--- src/rtl/gmii_pixel_unpack_if.sv ---
// GMII receive pins, pixel FIFO write port and status for gmii_pixel_unpack.
// fifo_wr_en is a one-cycle valid with no ready: a word formed while fifo_full is high is discarded.
interface gmii_pixel_unpack_if;
   logic [7:0]  rxd;
   logic        rx_dv;
   logic        rx_er;
   logic        fifo_full;
   logic        fifo_wr_en;
   logic [28:0] dout;
   logic [15:0] pkt_ok;
   logic [15:0] pkt_drop;
   logic        overflow;
   logic [2:0]  dbg_state;

   modport master (
      output rxd, rx_dv, rx_er, fifo_full,
      input  fifo_wr_en, dout, pkt_ok, pkt_drop, overflow, dbg_state
   );

   modport slave (
      input  rxd, rx_dv, rx_er, fifo_full,
      output fifo_wr_en, dout, pkt_ok, pkt_drop, overflow, dbg_state
   );
endinterface

--- src/rtl/gmii_pixel_unpack.sv ---
// GMII RX parser: strips preamble/Ethernet header, checks the X/Y header and
// packs 16-bit pixels into {x, y, pix} FIFO words, one every two bytes.
module gmii_pixel_unpack #(
   parameter logic [15:0] ETHERTYPE = 16'h3300,
   parameter int          PIX_WORDS = 640,
   parameter int          Y_MAX     = 719
) (
   input  logic                 clk125m,
   input  logic                 reset,
   gmii_pixel_unpack_if.slave   io_bus
);

   typedef enum logic [2:0] {
      S_IDLE, S_PREAMBLE, S_ETH_HDR, S_XY_HDR, S_DATA, S_FCS, S_DROP
   } state_t;

   localparam logic [9:0]  LAST_WORD = 10'(PIX_WORDS - 1);
   localparam logic [10:0] Y_LIM     = 11'(Y_MAX);

   state_t      r_state, w_state_nxt;
   logic [7:0]  r_rxd;
   logic        r_dv, r_er, r_full;
   logic [9:0]  r_cnt, w_cnt_nxt;
   logic        r_phase;
   logic [7:0]  r_et_hi, r_hi;
   logic [1:0]  r_x;
   logic [10:0] r_y;
   logic        r_wr_en;
   logic [28:0] r_dout;
   logic [15:0] r_pkt_ok, r_pkt_drop;
   logic        r_overflow;

   logic        w_ld_et_hi, w_ld_x, w_ld_yhi, w_ld_ylo, w_ld_hi;
   logic        w_word, w_inc_ok, w_inc_drop;
   logic [10:0] w_y;

   assign w_y = {r_y[10:8], r_rxd};

   always_ff @(posedge clk125m) begin
      if (reset) r_state <= S_IDLE;
      else       r_state <= w_state_nxt;
   end

   // Priority outside IDLE: rx_dv low, then rx_er, then the byte itself.
   always_comb begin
      w_state_nxt = r_state;
      w_cnt_nxt   = r_cnt;
      w_ld_et_hi  = 1'b0;
      w_ld_x      = 1'b0;
      w_ld_yhi    = 1'b0;
      w_ld_ylo    = 1'b0;
      w_ld_hi     = 1'b0;
      w_word      = 1'b0;
      w_inc_ok    = 1'b0;
      w_inc_drop  = 1'b0;
      if (r_state == S_IDLE) begin
         if (r_dv) begin
            if (r_rxd == 8'h55) begin
               w_state_nxt = S_PREAMBLE;
               w_cnt_nxt   = 10'd1;
            end else if (r_rxd == 8'hD5) begin
               w_state_nxt = S_ETH_HDR;
               w_cnt_nxt   = 10'd0;
            end else begin
               w_state_nxt = S_DROP;
            end
         end
      end else if (!r_dv) begin
         w_state_nxt = S_IDLE;
         if (r_state == S_FCS && !r_er) w_inc_ok   = 1'b1;
         else                           w_inc_drop = 1'b1;
      end else if (r_er) begin
         w_state_nxt = S_DROP;
      end else begin
         case (r_state)
            S_PREAMBLE: begin
               if (r_rxd == 8'h55) begin
                  if (r_cnt == 10'd7) w_state_nxt = S_DROP;
                  else                w_cnt_nxt   = r_cnt + 10'd1;
               end else if (r_rxd == 8'hD5) begin
                  w_state_nxt = S_ETH_HDR;
                  w_cnt_nxt   = 10'd0;
               end else begin
                  w_state_nxt = S_DROP;
               end
            end
            S_ETH_HDR: begin
               w_cnt_nxt = r_cnt + 10'd1;
               if (r_cnt == 10'd12) w_ld_et_hi = 1'b1;
               if (r_cnt == 10'd13) begin
                  w_cnt_nxt = 10'd0;
                  if ({r_et_hi, r_rxd} == ETHERTYPE) w_state_nxt = S_XY_HDR;
                  else                               w_state_nxt = S_DROP;
               end
            end
            S_XY_HDR: begin
               w_cnt_nxt = r_cnt + 10'd1;
               case (r_cnt)
                  10'd0:   w_ld_x   = 1'b1;
                  10'd1:   w_ld_yhi = 1'b1;
                  default: begin
                     w_ld_ylo  = 1'b1;
                     w_cnt_nxt = 10'd0;
                     if (r_x > 2'd1 || w_y > Y_LIM) w_state_nxt = S_DROP;
                     else                           w_state_nxt = S_DATA;
                  end
               endcase
            end
            S_DATA: begin
               if (!r_phase) begin
                  w_ld_hi = 1'b1;
               end else begin
                  w_word    = 1'b1;
                  w_cnt_nxt = r_cnt + 10'd1;
                  if (r_cnt == LAST_WORD) begin
                     w_state_nxt = S_FCS;
                     w_cnt_nxt   = 10'd0;
                  end
               end
            end
            default: ;
         endcase
      end
   end

   // r_phase follows w_ld_hi, so a half word is dropped whenever DATA is left.
   always_ff @(posedge clk125m) begin
      if (reset) begin
         r_rxd      <= 8'd0;
         r_dv       <= 1'b0;
         r_er       <= 1'b0;
         r_full     <= 1'b0;
         r_cnt      <= 10'd0;
         r_phase    <= 1'b0;
         r_et_hi    <= 8'd0;
         r_hi       <= 8'd0;
         r_x        <= 2'd0;
         r_y        <= 11'd0;
         r_wr_en    <= 1'b0;
         r_dout     <= 29'd0;
         r_pkt_ok   <= 16'd0;
         r_pkt_drop <= 16'd0;
         r_overflow <= 1'b0;
      end else begin
         r_rxd   <= io_bus.rxd;
         r_dv    <= io_bus.rx_dv;
         r_er    <= io_bus.rx_er;
         r_full  <= io_bus.fifo_full;
         r_cnt   <= w_cnt_nxt;
         r_phase <= w_ld_hi;
         if (w_ld_et_hi) r_et_hi    <= r_rxd;
         if (w_ld_x)     r_x        <= r_rxd[1:0];
         if (w_ld_yhi)   r_y[10:8]  <= r_rxd[2:0];
         if (w_ld_ylo)   r_y[7:0]   <= r_rxd;
         if (w_ld_hi)    r_hi       <= r_rxd;
         r_wr_en <= w_word && !r_full;
         if (w_word && !r_full) r_dout     <= {r_x, r_y, r_hi, r_rxd};
         if (w_word && r_full)  r_overflow <= 1'b1;
         if (w_inc_ok)   r_pkt_ok   <= r_pkt_ok + 16'd1;
         if (w_inc_drop) r_pkt_drop <= r_pkt_drop + 16'd1;
      end
   end

   assign io_bus.fifo_wr_en = r_wr_en;
   assign io_bus.dout       = r_dout;
   assign io_bus.pkt_ok     = r_pkt_ok;
   assign io_bus.pkt_drop   = r_pkt_drop;
   assign io_bus.overflow   = r_overflow;
   assign io_bus.dbg_state  = r_state;

endmodule

--- src/flat_wrapper.sv ---
// flat-port wrapper written by rule: the top's interface ports become plain ports
module gmii_pixel_unpack_flat 
#(
   parameter logic [15:0] ETHERTYPE = 16'h3300,
   parameter int          PIX_WORDS = 640,
   parameter int          Y_MAX     = 719
)
  (clk125m, reset, io_bus_rxd, io_bus_rx_dv, io_bus_rx_er, io_bus_fifo_full, io_bus_fifo_wr_en, io_bus_dout, io_bus_pkt_ok, io_bus_pkt_drop, io_bus_overflow, io_bus_dbg_state);
  gmii_pixel_unpack_if io_bus_i ();
  input  logic clk125m;
  input  logic reset;
  input wire logic [$bits(io_bus_i.rxd)-1:0] io_bus_rxd;
  input wire logic [$bits(io_bus_i.rx_dv)-1:0] io_bus_rx_dv;
  input wire logic [$bits(io_bus_i.rx_er)-1:0] io_bus_rx_er;
  input wire logic [$bits(io_bus_i.fifo_full)-1:0] io_bus_fifo_full;
  output wire logic [$bits(io_bus_i.fifo_wr_en)-1:0] io_bus_fifo_wr_en;
  output wire logic [$bits(io_bus_i.dout)-1:0] io_bus_dout;
  output wire logic [$bits(io_bus_i.pkt_ok)-1:0] io_bus_pkt_ok;
  output wire logic [$bits(io_bus_i.pkt_drop)-1:0] io_bus_pkt_drop;
  output wire logic [$bits(io_bus_i.overflow)-1:0] io_bus_overflow;
  output wire logic [$bits(io_bus_i.dbg_state)-1:0] io_bus_dbg_state;
  assign io_bus_i.rxd = io_bus_rxd;
  assign io_bus_i.rx_dv = io_bus_rx_dv;
  assign io_bus_i.rx_er = io_bus_rx_er;
  assign io_bus_i.fifo_full = io_bus_fifo_full;
  assign io_bus_fifo_wr_en = io_bus_i.fifo_wr_en;
  assign io_bus_dout = io_bus_i.dout;
  assign io_bus_pkt_ok = io_bus_i.pkt_ok;
  assign io_bus_pkt_drop = io_bus_i.pkt_drop;
  assign io_bus_overflow = io_bus_i.overflow;
  assign io_bus_dbg_state = io_bus_i.dbg_state;
  gmii_pixel_unpack #(.ETHERTYPE(ETHERTYPE), .PIX_WORDS(PIX_WORDS), .Y_MAX(Y_MAX)) u_core (.clk125m(clk125m), .reset(reset), .io_bus(io_bus_i));
endmodule
--- config.mk ---
export PLATFORM = sky130hd
export DESIGN_NAME = gmii_pixel_unpack_flat
export DESIGN_NICKNAME = d
export VERILOG_FILES = /design/src/rtl/gmii_pixel_unpack_if.sv /design/src/rtl/gmii_pixel_unpack.sv /design/src/flat_wrapper.sv
export SDC_FILE = /design/constraint.sdc
export NUM_CORES = 1
export LEC_CHECK = 0
export BUFFER_PORTS_ARGS = -buffer_cell sky130_fd_sc_hd__buf_2
export CAP_MARGIN = 25
export CELL_PAD_IN_SITES_DETAIL_PLACEMENT = 1
export CELL_PAD_IN_SITES_GLOBAL_PLACEMENT = 2
export CORE_ASPECT_RATIO = 1.4
export CORE_MARGIN = 1.5
export CORE_UTILIZATION = 33
export DETAILED_ROUTE_END_ITERATION = 10
export GPL_ROUTABILITY_DRIVEN = 0
export PLACE_DENSITY = 0.89
export SETUP_SLACK_MARGIN = 0.2
export SYNTH_ARGS = -nofsm -noshare
export SYNTH_HDL_FRONTEND = slang
export SYNTH_SLANG_ARGS = --single-unit
--- constraint.sdc ---
create_clock -name clk125m -period 2.95 [get_ports clk125m]
set_clock_uncertainty 0.15 [all_clocks]
set_input_delay 0.4425 -clock clk125m [delete_from_list [all_inputs] [get_ports clk125m]]
set_output_delay 0.4425 -clock clk125m [all_outputs]
set_load 0.02 [all_outputs]
==> metrics.md <==
| Metric | Value |
|---|---|
| Final TNS setup | 0 ns |
| Syn_nets | 608 |
| CP arrival | 2.83 ns |
| Max-slew violation count | 0 |
| Reg power frac | 41.0% |
| Placement Rows | 52 |
| Pin count of the biggest net entering global routing | 59 |
| CTS Hold Bufs | 0 |
| Number of nets in the layout | 693 |
| Avg Cell Area, Syn | 8.44 um^2 |
| Cell Pwr Density | 641 nW/um^2 |
| Startpoint Class | flop |
| Worst r2r src | u_core.r_cnt[4] |
| Worst setup margin | 0.269 ns |
| Commonest non-fill, non-tap cell in the layout | dfxtp_1 |
| Drt wl/cell | 16.0 um |
| Die Wd | 107 um |
| Port Buffers | 78 |
| Worst min-delay path class | input pin to flop |
| Largest cells by area after synthesis | dfxtp_1 47%, nand2_1 7.0%, nor2_1 5.6% |
| CTS root buf | clkbuf_16 |
| Die area | 15800 um^2 |
| DR vias | 4539 |
| Hold wc startpoint | io_bus_rxd[4] |
| Worst path required time | 3.10 ns |
| Maximum VDD drop | 359 uV |
| CTS tree | yes |
| Slew @ Worst Pin | 0.619 ns |
| Postcts setup bufs | 0 |
| # Max-Cap Violations | 0 |
| R2r setup slk | 0.27 ns |
| Mapped Area | 4980 um^2 |
| Post-synthesis cell type count | 52 |
| Number of global-route vias before repair | 4744 |
| Leak Pwr | 2.61 nW |
| Psw | 0.903 mW |
| Final core utilization | 42.9% |
| Primary flip-flop cell chosen by synthesis mapping | dfxtp_1 |
| Antenna violations before repair | 0 |
| Inserted Clock Buffers | 17 |
| Slew headroom | 58.7% |
| Final cycle utilization of the critical path | 90.9% |
| # diodes | 0 |
| Final-report hold violation count | 0 |
| Setup CP Type | flop to flop |
| Switching part of the total | 22.5% |
| DRC violations left | 0 |
| Detail Route Antenna Nets | 0 |
| Drt pass-1 iters | 4 |
| Yosys top cell area share | 47.0% |
| First-pass GRT wire length | 23.1 mm |
| Synth-to-Final Area Change | 25.7% |
| Reg clk slew, reported paths | 0.05 ns |
| Buffer depth of the longest clock path | 2 |
| Post-DP HPWL | 10.1 mm |
| Reg2reg end | u_core.io_bus.dbg_state[2] |
| Fin crit period | 2.68 ns |
| Number of H-tree levels | 4 |
| Achievable frequency | 373 MHz |
| Clock network power share | 52.4% |
| Critical path endpoint category | flop |
| # IOs | 79 |
| WHS | 0.0993 ns |
| Clk Latency, worst-skew pair | 0.41 ns |
| Overflow after GRT | 0 |
| Ys async rst share | 0% |
| Initial DRC Count | 185 |
| Sequential share of the synthesized area | 47.0% |
| Cells after Synth | 590 |
| Share of cells above drive strength 1 | 20.7% |
| Post-synth EDFFs | 0 |
| Setup WS pre-CTS | 0.259 ns |
| Flip-flop and latch count after synthesis | 117 |
| Combinational Power Share | 6.6% |
| Int Pwr | 3.11 mW |
| Status | finished, final reports clean |
| Post-cts sizing count | 0 |
| Synth warn | 0 |
| GRT Util Overall | 18.4% |
| Chip height | 148 um |
| Synth area leader | dfxtp_1 |
| Reg2Reg Depth | 6 |
| Via density | 5.19 |
| RSZ-0062 raised after global routing | yes |
| Worst hold path endpoint | u_core.r_rxd[4] |
| Initial Utilization | 34.2% |
| Worst hold stages | 2 |
| Critical Path Fanout Max | 7 |
| Commonest cells after routing, fill and taps aside | 117 x dfxtp_1, 93 x nand2_1, 77 x buf_2, 74 x nor2_1, 52 x a21oi_1 |
| CTS sink count | 117 |
| Post-Route WL | 14.0 mm |
| Final setup vio count | 0 |
| CORE AREA | 14600 um^2 |
per-layer routing:
layer	up-vias	track usage (%)	wire length, um
met2	103	33.1	7290
met3	29	4.56	546
met1	2205	20.1	5790
met4	0	8.60	356
li1	2202	-	-
met5	-	0	0
logic make-up after synthesis:
| group | after synthesis | synth area share (%) |
|---|---|---|
| compound gates | 99 | 11.8 |
| xor+xnor | 30 | 5.28 |
| buf+inv | 37 | 2.87 |
| flops | 117 | 47.0 |
| mux | 24 | 4.83 |
| fa+ha+maj | 5 | 1.26 |
| simple gates | 278 | 26.9 |
synth_stat cells (6+ instances only):
| cell type | count |
|---|---|
| nand3_1 | 14 |
| xnor2_1 | 12 |
| nor3_1 | 15 |
| nor3b_1 | 6 |
| nand4_1 | 11 |
| o21ai_0 | 21 |
| and3_1 | 9 |
| a21oi_1 | 52 |
| clkbuf_1 | 30 |
| or3_1 | 6 |
| nand2b_1 | 6 |
| nor2_1 | 74 |
| inv_1 | 6 |
| nand2_1 | 93 |
| dfxtp_1 | 117 |
| mux2i_1 | 24 |
| nor2b_1 | 16 |
| xor2_1 | 18 |
worst max path at each step:
stage	from	endpoint	slack, ns	cells after the start
after floorplan	u_core.r_cnt[4]	u_core.io_bus.dbg_state[2]	0.47	6
after global placement	u_core.r_cnt[4]	u_core.io_bus.dbg_state[2]	0.36	6
after detailed placement	u_core.r_cnt[4]	u_core.io_bus.dbg_state[2]	0.26	6
after CTS	u_core.r_cnt[4]	u_core.r_cnt[4]	0.23	6
after global routing	u_core.r_cnt[4]	u_core.io_bus.dbg_state[2]	0.15	6
final	u_core.r_cnt[4]	u_core.io_bus.dbg_state[2]	0.27	6
through the flow:
step           cells  area [um^2]  power [mW]
3_5_place_dp     845         5640        1.93
2_1_floorplan    590         4980        1.84
5_1_grt          875         6260        4.16
6_report         875         6260        4.01
4_1_cts          875         6240        4.04
3_3_place_gp     845         5640        1.92
power groups by stage:
stage,sequential [mW],clock (mW),combinational [mW]
after global placement,1.68,0,0.248
final,1.65,2.10,0.265
after global routing,1.65,2.22,0.288
after floorplan,1.67,0,0.168
after detailed placement,1.68,0,0.252
after CTS,1.64,2.14,0.254
registers in the layout, indices dropped and copies added (netlist names):
register / cells
u_core.io_bus.dbg_state: 3
u_core.io_bus.dout: 29
u_core.io_bus.fifo_wr_en: 1
u_core.io_bus.overflow: 1
u_core.io_bus.pkt_drop: 16
u_core.io_bus.pkt_ok: 16
u_core.r_cnt: 10
u_core.r_dv: 1
u_core.r_er: 1
u_core.r_et_hi: 8
u_core.r_full: 1
u_core.r_hi: 8
u_core.r_phase: 1
u_core.r_rxd: 8
u_core.r_x: 2
u_core.r_y: 11
worst max-delay path, cell delays in order, from the launching register on:
cell and delay, ns:
dfxtp_1 0.36, or4_4 0.58, or4_4 0.53, a221oi_4 0.30, a21oi_1 0.11, a2111o_1 0.40
o32ai_1 0.14
area by class of cell:
type | instances | area, um^2
Clock inverter | 8 | 124
Tap cell | 189 | 236
Fill cell | 1778 | 8320
Clock buffer | 22 | 484
Multi-Input combinational cell | 436 | 2510
Timing Repair Buffer | 97 | 536
Inverter | 6 | 22.5
Sequential cell | 117 | 2340
Power figures use the tool's default switching activity.
